## config.mk

```make
export PLATFORM = sky130hd
export DESIGN_NAME = mips_cpu_mem_ctrl
export DESIGN_NICKNAME = d
export VERILOG_FILES = /design/src/rtl/mips_cpu_mem_ctrl.sv
export SDC_FILE = /design/constraint.sdc
export NUM_CORES = 1
export LEC_CHECK = 0
export CAP_MARGIN = 5
export CORE_ASPECT_RATIO = 0.9
export CORE_UTILIZATION = 38
export DETAILED_ROUTE_END_ITERATION = 10
export PLACE_DENSITY = 0.82
export SLEW_MARGIN = 20
export SYNTH_ARGS = -nofsm -noshare
export SYNTH_HDL_FRONTEND = slang
export SYNTH_SLANG_ARGS = --single-unit
export TNS_END_PERCENT = 1
```

## constraint.sdc

```tcl
create_clock -name clk -period 3.2 [get_ports clk]
set_input_delay 0.32 -clock clk [delete_from_list [all_inputs] [get_ports clk]]
set_output_delay 0.32 -clock clk [all_outputs]
set_load 0.02 [all_outputs]
```

## src/rtl/mips_cpu_mem_ctrl.sv

```systemverilog
// -----------------------------------------------------------------------------
// mips_cpu_mem_ctrl
//
// Avalon-MM master that performs the CPU's instruction fetch (FETCH state) and
// data load/store (MEM_ACCESS state). Exactly one bus transaction is issued per
// visit to a state; the request is held on the bus until waitrequest drops.
// The fetched instruction and the extended load result are registered for the
// execute / write-back datapath.
//
// Ports
//   clk, reset        clock; synchronous active-high reset
//   state[3:0]        CPU state (FETCH=0 EXEC=1 MEM_ACCESS=2 WRITE_BACK=3 HALTED=4)
//   pc[31:0]          fetch address
//   eff_addr[31:0]    data effective address (valid in MEM_ACCESS)
//   opcode[5:0]       opcode of the current instruction
//   rt_data[31:0]     store source register value
//   address[31:0]     Avalon word address
//   read, write       Avalon read / write strobes
//   byteenable[3:0]   Avalon byte lanes (lane k = bits 8k+7:8k)
//   writedata[31:0]   store data replicated into the selected lanes
//   readdata[31:0]    Avalon read data
//   waitrequest       Avalon stall
//   instr[31:0]       instruction register
//   load_data[31:0]   sign/zero-extended load result
//   mem_done          transaction completes this cycle (combinational)
//   misaligned        sticky alignment fault
//
// Configuration
//   MEM_ALIGN_CHECK_EN  when defined, misaligned halfword/word accesses and
//                       fetches from a non-word pc are suppressed, complete in
//                       one cycle without touching instr/load_data, and set the
//                       sticky misaligned flag. When undefined, misaligned is 0
//                       and the low address bits are simply ignored.
// -----------------------------------------------------------------------------
module mips_cpu_mem_ctrl (
  input  logic        clk,
  input  logic        reset,
  input  logic [3:0]  state,
  input  logic [31:0] pc,
  input  logic [31:0] eff_addr,
  input  logic [5:0]  opcode,
  input  logic [31:0] rt_data,
  output logic [31:0] address,
  output logic        read,
  output logic        write,
  output logic [3:0]  byteenable,
  output logic [31:0] writedata,
  input  logic [31:0] readdata,
  input  logic        waitrequest,
  output logic [31:0] instr,
  output logic [31:0] load_data,
  output logic        mem_done,
  output logic        misaligned
);

  typedef enum logic [3:0] {
    ST_FETCH      = 4'd0,
    ST_EXEC       = 4'd1,
    ST_MEM_ACCESS = 4'd2,
    ST_WRITE_BACK = 4'd3,
    ST_HALTED     = 4'd4
  } cpu_state_e;

  typedef enum logic [5:0] {
    OP_LB  = 6'h20,
    OP_LH  = 6'h21,
    OP_LW  = 6'h23,
    OP_LBU = 6'h24,
    OP_LHU = 6'h25,
    OP_SB  = 6'h28,
    OP_SH  = 6'h29,
    OP_SW  = 6'h2B
  } mem_op_e;

  typedef enum logic [1:0] {
    SZ_BYTE,
    SZ_HALF,
    SZ_WORD
  } access_size_e;

  // ---------------------------------------------------------------------------
  // Registered state
  // ---------------------------------------------------------------------------
  logic [3:0]   prev_state;
  logic         done_r;

  // ---------------------------------------------------------------------------
  // Decode
  // ---------------------------------------------------------------------------
  logic         is_fetch;
  logic         is_mem;
  logic         op_load;
  logic         op_store;
  logic         op_unsigned;
  access_size_e op_size;
  logic [31:0]  addr_src;
  logic [1:0]   a;

  // NOTE: every signal assigned in an always_comb gets a default at the top so
  // no path leaves it unassigned; otherwise synthesis infers a latch.
  always_comb begin
    op_load     = 1'b0;
    op_store    = 1'b0;
    op_unsigned = 1'b0;
    op_size     = SZ_WORD;
    case (opcode)
      OP_LB:  begin op_load  = 1'b1; op_size = SZ_BYTE; end
      OP_LH:  begin op_load  = 1'b1; op_size = SZ_HALF; end
      OP_LW:  begin op_load  = 1'b1; op_size = SZ_WORD; end
      OP_LBU: begin op_load  = 1'b1; op_size = SZ_BYTE; op_unsigned = 1'b1; end
      OP_LHU: begin op_load  = 1'b1; op_size = SZ_HALF; op_unsigned = 1'b1; end
      OP_SB:  begin op_store = 1'b1; op_size = SZ_BYTE; end
      OP_SH:  begin op_store = 1'b1; op_size = SZ_HALF; end
      OP_SW:  begin op_store = 1'b1; op_size = SZ_WORD; end
      default: ;
    endcase
  end

  assign is_fetch = (state == ST_FETCH);
  assign is_mem   = (state == ST_MEM_ACCESS);
  assign addr_src = is_fetch ? pc : eff_addr;
  assign a        = addr_src[1:0];

  // A state change invalidates the previous visit's completion immediately, so
  // a zero-wait access can still complete in the first cycle of the new state.
  logic done_eff;
  assign done_eff = done_r && (state == prev_state);

  logic req;
  assign req = !reset && !done_eff &&
               (is_fetch || (is_mem && (op_load || op_store)));

  // ---------------------------------------------------------------------------
  // Alignment check
  // ---------------------------------------------------------------------------
  logic misalign;

`ifdef MEM_ALIGN_CHECK_EN
  always_comb begin
    misalign = 1'b0;
    if (is_fetch) begin
      misalign = (a != 2'b00);
    end else if (is_mem) begin
      case (op_size)
        SZ_HALF: misalign = a[0];
        SZ_WORD: misalign = (a != 2'b00);
        default: misalign = 1'b0;
      endcase
    end
  end

  logic misaligned_r;
  assign misaligned = misaligned_r;
`else
  assign misalign   = 1'b0;
  assign misaligned = 1'b0;
`endif

  // ---------------------------------------------------------------------------
  // Bus request
  // ---------------------------------------------------------------------------
  logic bus_req;
  logic bus_complete;

  assign bus_req      = req && !misalign;
  assign bus_complete = bus_req && !waitrequest;

  assign read     = bus_req && (is_fetch || op_load);
  assign write    = bus_req && is_mem && op_store;
  // A suppressed misaligned access completes on its own, without the bus.
  assign mem_done = req && (misalign || !waitrequest);
  assign address  = {addr_src[31:2], 2'b00};

  always_comb begin
    byteenable = 4'b1111;
    writedata  = rt_data;
    if (is_mem && op_store) begin
      case (op_size)
        SZ_BYTE: begin
          byteenable = 4'b0001 << a;
          writedata  = {4{rt_data[7:0]}};
        end
        SZ_HALF: begin
          byteenable = a[1] ? 4'b1100 : 4'b0011;
          writedata  = {2{rt_data[15:0]}};
        end
        default: begin
          byteenable = 4'b1111;
          writedata  = rt_data;
        end
      endcase
    end
  end

  // ---------------------------------------------------------------------------
  // Load lane selection and extension
  // ---------------------------------------------------------------------------
  logic [7:0]  byte_sel;
  logic [15:0] half_sel;
  logic [31:0] load_ext;

  always_comb begin
    case (a)
      2'd0:    byte_sel = readdata[7:0];
      2'd1:    byte_sel = readdata[15:8];
      2'd2:    byte_sel = readdata[23:16];
      default: byte_sel = readdata[31:24];
    endcase
    half_sel = a[1] ? readdata[31:16] : readdata[15:0];

    case (op_size)
      SZ_BYTE: load_ext = op_unsigned ? {24'h0, byte_sel}
                                      : {{24{byte_sel[7]}}, byte_sel};
      SZ_HALF: load_ext = op_unsigned ? {16'h0, half_sel}
                                      : {{16{half_sel[15]}}, half_sel};
      default: load_ext = readdata;
    endcase
  end

  // ---------------------------------------------------------------------------
  // Registers
  // ---------------------------------------------------------------------------
  // NOTE: sequential state uses non-blocking assignments so every register
  // samples the pre-edge values, independent of statement order.
  always_ff @(posedge clk) begin
    if (reset) begin
      prev_state <= ST_FETCH;
      done_r     <= 1'b0;
      instr      <= 32'h0;
      load_data  <= 32'h0;
    end else begin
      prev_state <= state;
      done_r     <= mem_done ? 1'b1 : done_eff;
      if (bus_complete && is_fetch) begin
        instr <= readdata;
      end
      if (bus_complete && is_mem && op_load) begin
        load_data <= load_ext;
      end
    end
  end

`ifdef MEM_ALIGN_CHECK_EN
  always_ff @(posedge clk) begin
    if (reset) begin
      misaligned_r <= 1'b0;
    end else if (req && misalign) begin
      misaligned_r <= 1'b1;
    end
  end
`endif

endmodule

```

==> results by stage <==
Status:
- The flow ran to the end, and the final reports show no timing, DRC or antenna violations.

Layout:
- The post-synthesis to final-layout area growth is 73.5%.
- In the final layout, the share of cells above drive strength 1 is 0.100.
- The final net count is between 900 and 1000.
- The summed area of non-filler cells in the final layout is just under 8000 µm².
- 0 antenna diodes ended up in the layout.
- The count of fill cells added during filler insertion is 910.

Setup path:
- The endpoint required time on the critical path is 2.88 ns.
- The slowest cell on the critical path is sky130_fd_sc_hd__clkdlybuf4s50_1.
- The type of element capturing the critical path is a primary output.
- The critical path goes through clkdlybuf4s50_1 -> or4b_1 -> nor2_1 -> nand4_1 -> buf_6 -> o21ai_0 -> clkdlybuf4s50_1.
- The kind of start point of the critical path is an input port.
- The beginning of the critical path is state[3].
- For this run, the slowest stage of the critical path takes between 0.6 and 0.7 ns.
- The largest driver fanout on the critical path is 24.
- By instance count, the cell type seen most on the critical path is sky130_fd_sc_hd__clkdlybuf4s50_1.
- The worst setup path is of the in2out kind.
- The worst register-to-register path begins at prev_state[0].
- The data arrival time of the critical path is 2.79 ns.

Routing:
- The total wire length after detailed routing is 17800 µm.
- The post-detailed-route DRC marker count is 0.
- For this run, the detailed router's first-pass iteration total came to 6.
- The total via count in the routed design is 5446.
- The number of DRC markers after the initial detailed-route iteration is 555.
- The vias per cell is 5.47.
- The number of nets still failing antenna checks after routing is 0.
- The average wire length per cell after detail routing is approximately 18 µm.

Global route:
- The most used routing layer in global routing is met2.
- Entering global routing, the biggest net connects 65 pins.
- For this run, the total global-route usage over all layers was measured as 0.290.
- The number of antenna violations at the first check in global routing is 0.
- The leftover overflow at the end of global routing is 0.
- The via count of the first global-routing pass is 5328.
- The first global-routing pass estimated approximately 27000 µm of wire.
- For met1 alone, demand over resource in global routing was 0.332.
- The met3 track utilization from global routing is 0.0615.
- The met2 usage in global routing is 0.514.

Die:
- The I/O pin count is 277.
- The core region is 11400 µm².
- For this configuration, the core starts out at a cell density of 0.390.
- The die outline area is 12100 µm².
- From bottom edge to top edge, the die measures 105 µm.
- The width of the chip is 116 µm.
- The number of rows created at floorplan is 37.

Timing:
- On the final layout, the worst clock skew is 0.00897 ns.
- The normalized max-slew margin is 0.304.
- Dividing the final minimum period by the clock period gives 0.971.
- Setup violations remaining at the end of the flow were counted as 0.
- Setup repair after global routing left no endpoint under its margin.
- The final setup slack of the worst path is 0.0940 ns.
- The count of final max-slew check failures is 0.
- The actual transition at the worst max-transition pin is 1.04 ns.
- The number of hold-slack violations in the final timing report is 0.
- The final critical path time including I/O delays and setup is 3.11 ns.
- Derived from the worst setup path, the maximum achievable clock frequency is ~320 MHz.
- Final hold analysis gives a worst-case slack of 0.345 ns.

Clock network:
- TritonCTS built the clock tree.
- In this run, CTS created clock tree buffers numbering 9.
- The clock sink total is 69.
- The H-tree generated during clock tree synthesis spans 3 levels.
- Counting along the longest clock path gives a buffer depth of 2.
- Once the clock tree was built, the resizer swapped 10 gates to a different size.
- After clock tree synthesis, the clock-pin slew on the worst setup and hold paths is 0.06 ns.
- Buffers inserted to repair hold after CTS numbered 0.
- The clock tree root buffer cell is sky130_fd_sc_hd__clkbuf_16.
- The post-CTS setup repair buffer count is 0.
- The clock latency at the later pin of the worst-skew pair is 0.34 ns.

Placed design:
- Once placement finished, the instance area stood at 7360 µm².
- The detailed-placement wirelength estimate is approximately 13000 µm.
- The worst slack after detailed placement is -0.107 ns.
- The number of port buffers is about 270.
- The routability congestion estimate is 0.903.

Synth:
- The synthesized netlist occupies a cell area of 4440 µm².
- Yosys mapped the design onto 46 distinct sky130hd cell types.
- The average footprint of a synthesized cell is 7.76 µm².
- Synthesis inferred 69 register bits.
- In the synthesized netlist the dominant register cell turns out to be sky130_fd_sc_hd__dfxtp_1.
- The number of enable flip-flop cells after synthesis is 0.
- The Yosys step of the flow raised 0 warnings.
- The sequential fraction of the synthesis area is 0.311.
- The number of standard cells after synthesis is 572.
- In the synthesized netlist the async set-or-reset flop fraction comes to 0.

Pwr:
- The power dissipated by switching net loads is 0.702 mW.
- The relative contribution of the clock network to total power is 0.415.
- Of the total power, the share spent switching nets is 0.280.
- The analysis attributes to cell leakage a power of 3.27 nW.
- The areal power density over the cells is 326 nW/µm².
- The internal power component is 1.81 mW.
- Of the total power, combinational logic draws 0.239.
- The worst-case IR drop observed on VDD is about 0.00028 V.
- The share of total power dissipated in sequential elements is 0.346.

Hold path:
- In this run the worst hold path is classified as in2reg.
- The worst hold path begins at reset.

Job:
- The number of violations of the max-capacitance limit is 0.
[per-layer routing]
| metal | share of wire | wire length [µm] | vias up |
|---|---|---|---|
| met2 | 0.51 | 9120 | 306 |
| met4 | 0.028 | 507 | 0 |
| li1 | - | - | 2535 |
| met5 | 0 | 0 | - |
| met3 | 0.084 | 1510 | 56 |
| met1 | 0.38 | 6710 | 2549 |
[Yosys cell counts (all sizes together) (6+ instances only)]
library cell  number  area (µm²)
nand2            112         420
dfxtp             69        1380
o2bb2ai           16         140
buf               23         158
a31oi             16         100
mux2i             46         464
a221oi             7        73.8
clkbuf            31         116
mux2              21         240
nand2b            16         100
a21oi             52         260
nand3              7        35.0
nor2              54         205
nor3               7        35.0
nor2b             22         138
o21ai             20         108
a211oi            19         163
a21o               6        45.0
[layout make-up]
class	count	area, µm²	share of cell area
clock buffer	10	239	0.0310
tap	156	195	0.0253
clock inverter	6	70.1	0.00909
inverter	1	3.75	0.000487
multi-input combinational	450	2800	0.364
timing repair buffer	303	3010	0.391
sequential	69	1380	0.179
[registers in the layout, indices dropped and copies added, names as in the netlist]
| register | count |
|---|---|
| prev_state | 4 |
| done_r | 1 |
| load_data | 32 |
| instr | 32 |
[worst max-delay path, delay by kind of cell]
family          cells  cell delay (ns)
buf+inv             3             1.36
compound gates      1             0.17
simple gates        3             0.92
[power groups by stage]
| stage | combinational (mW) | sequential, mW | clock (mW) |
|---|---|---|---|
| after floorplan | 0.241 | 0.892 | 0 |
| after detailed placement | 0.599 | 0.888 | 0 |
| after global placement | 0.587 | 0.887 | 0 |
| final | 0.601 | 0.869 | 1.04 |
| after global routing | 0.636 | 0.869 | 1.09 |
| after CTS | 0.598 | 0.869 | 1.05 |
[cells in the final DEF (no fill, tap or decap), drive strengths merged, types with 19 or more instances in the layout]
master / count
clkdlybuf4s50: 246
mux2i: 46
dfxtp: 69
mux2: 21
nor2b: 22
nor2: 54
a21oi: 52
a211oi: 19
o21ai: 20
buf: 31
nand2: 112
[cells by family (layout without fill, tap and decap cells)]
kind of cell / after synthesis / count (layout) / synth area share
other cells: 1 / 3 / 0.000844
xor+xnor: 4 / 4 / 0.00789
simple gates: 228 / 228 / 0.225
buf+inv: 55 / 320 / 0.0626
mux: 67 / 67 / 0.159
flops: 69 / 69 / 0.311
compound gates: 148 / 148 / 0.234
[worst paths after layout]
path | cells past startpoint | end | slack [ns]
worst max-delay path | 7 | writedata[27] | 0.09
worst min-delay path | 2 | prev_state[1] | 0.35
worst min register to register | 2 | instr[0] | 0.50
worst max register to register | 5 | load_data[11] | 0.80
[metrics by stage]
stage	cells	setup TNS [ns]	util	total power [mW]
floorplan	574	0	-	1.13
global placement	979	0	0.646	1.47
detailed placement	979	-0.353	0.646	1.49
CTS	995	0	0.672	2.52
global route	995	0	0.677	2.59
finish	995	0	0.677	2.51
Note: power is estimated with default switching activity, not from simulation.
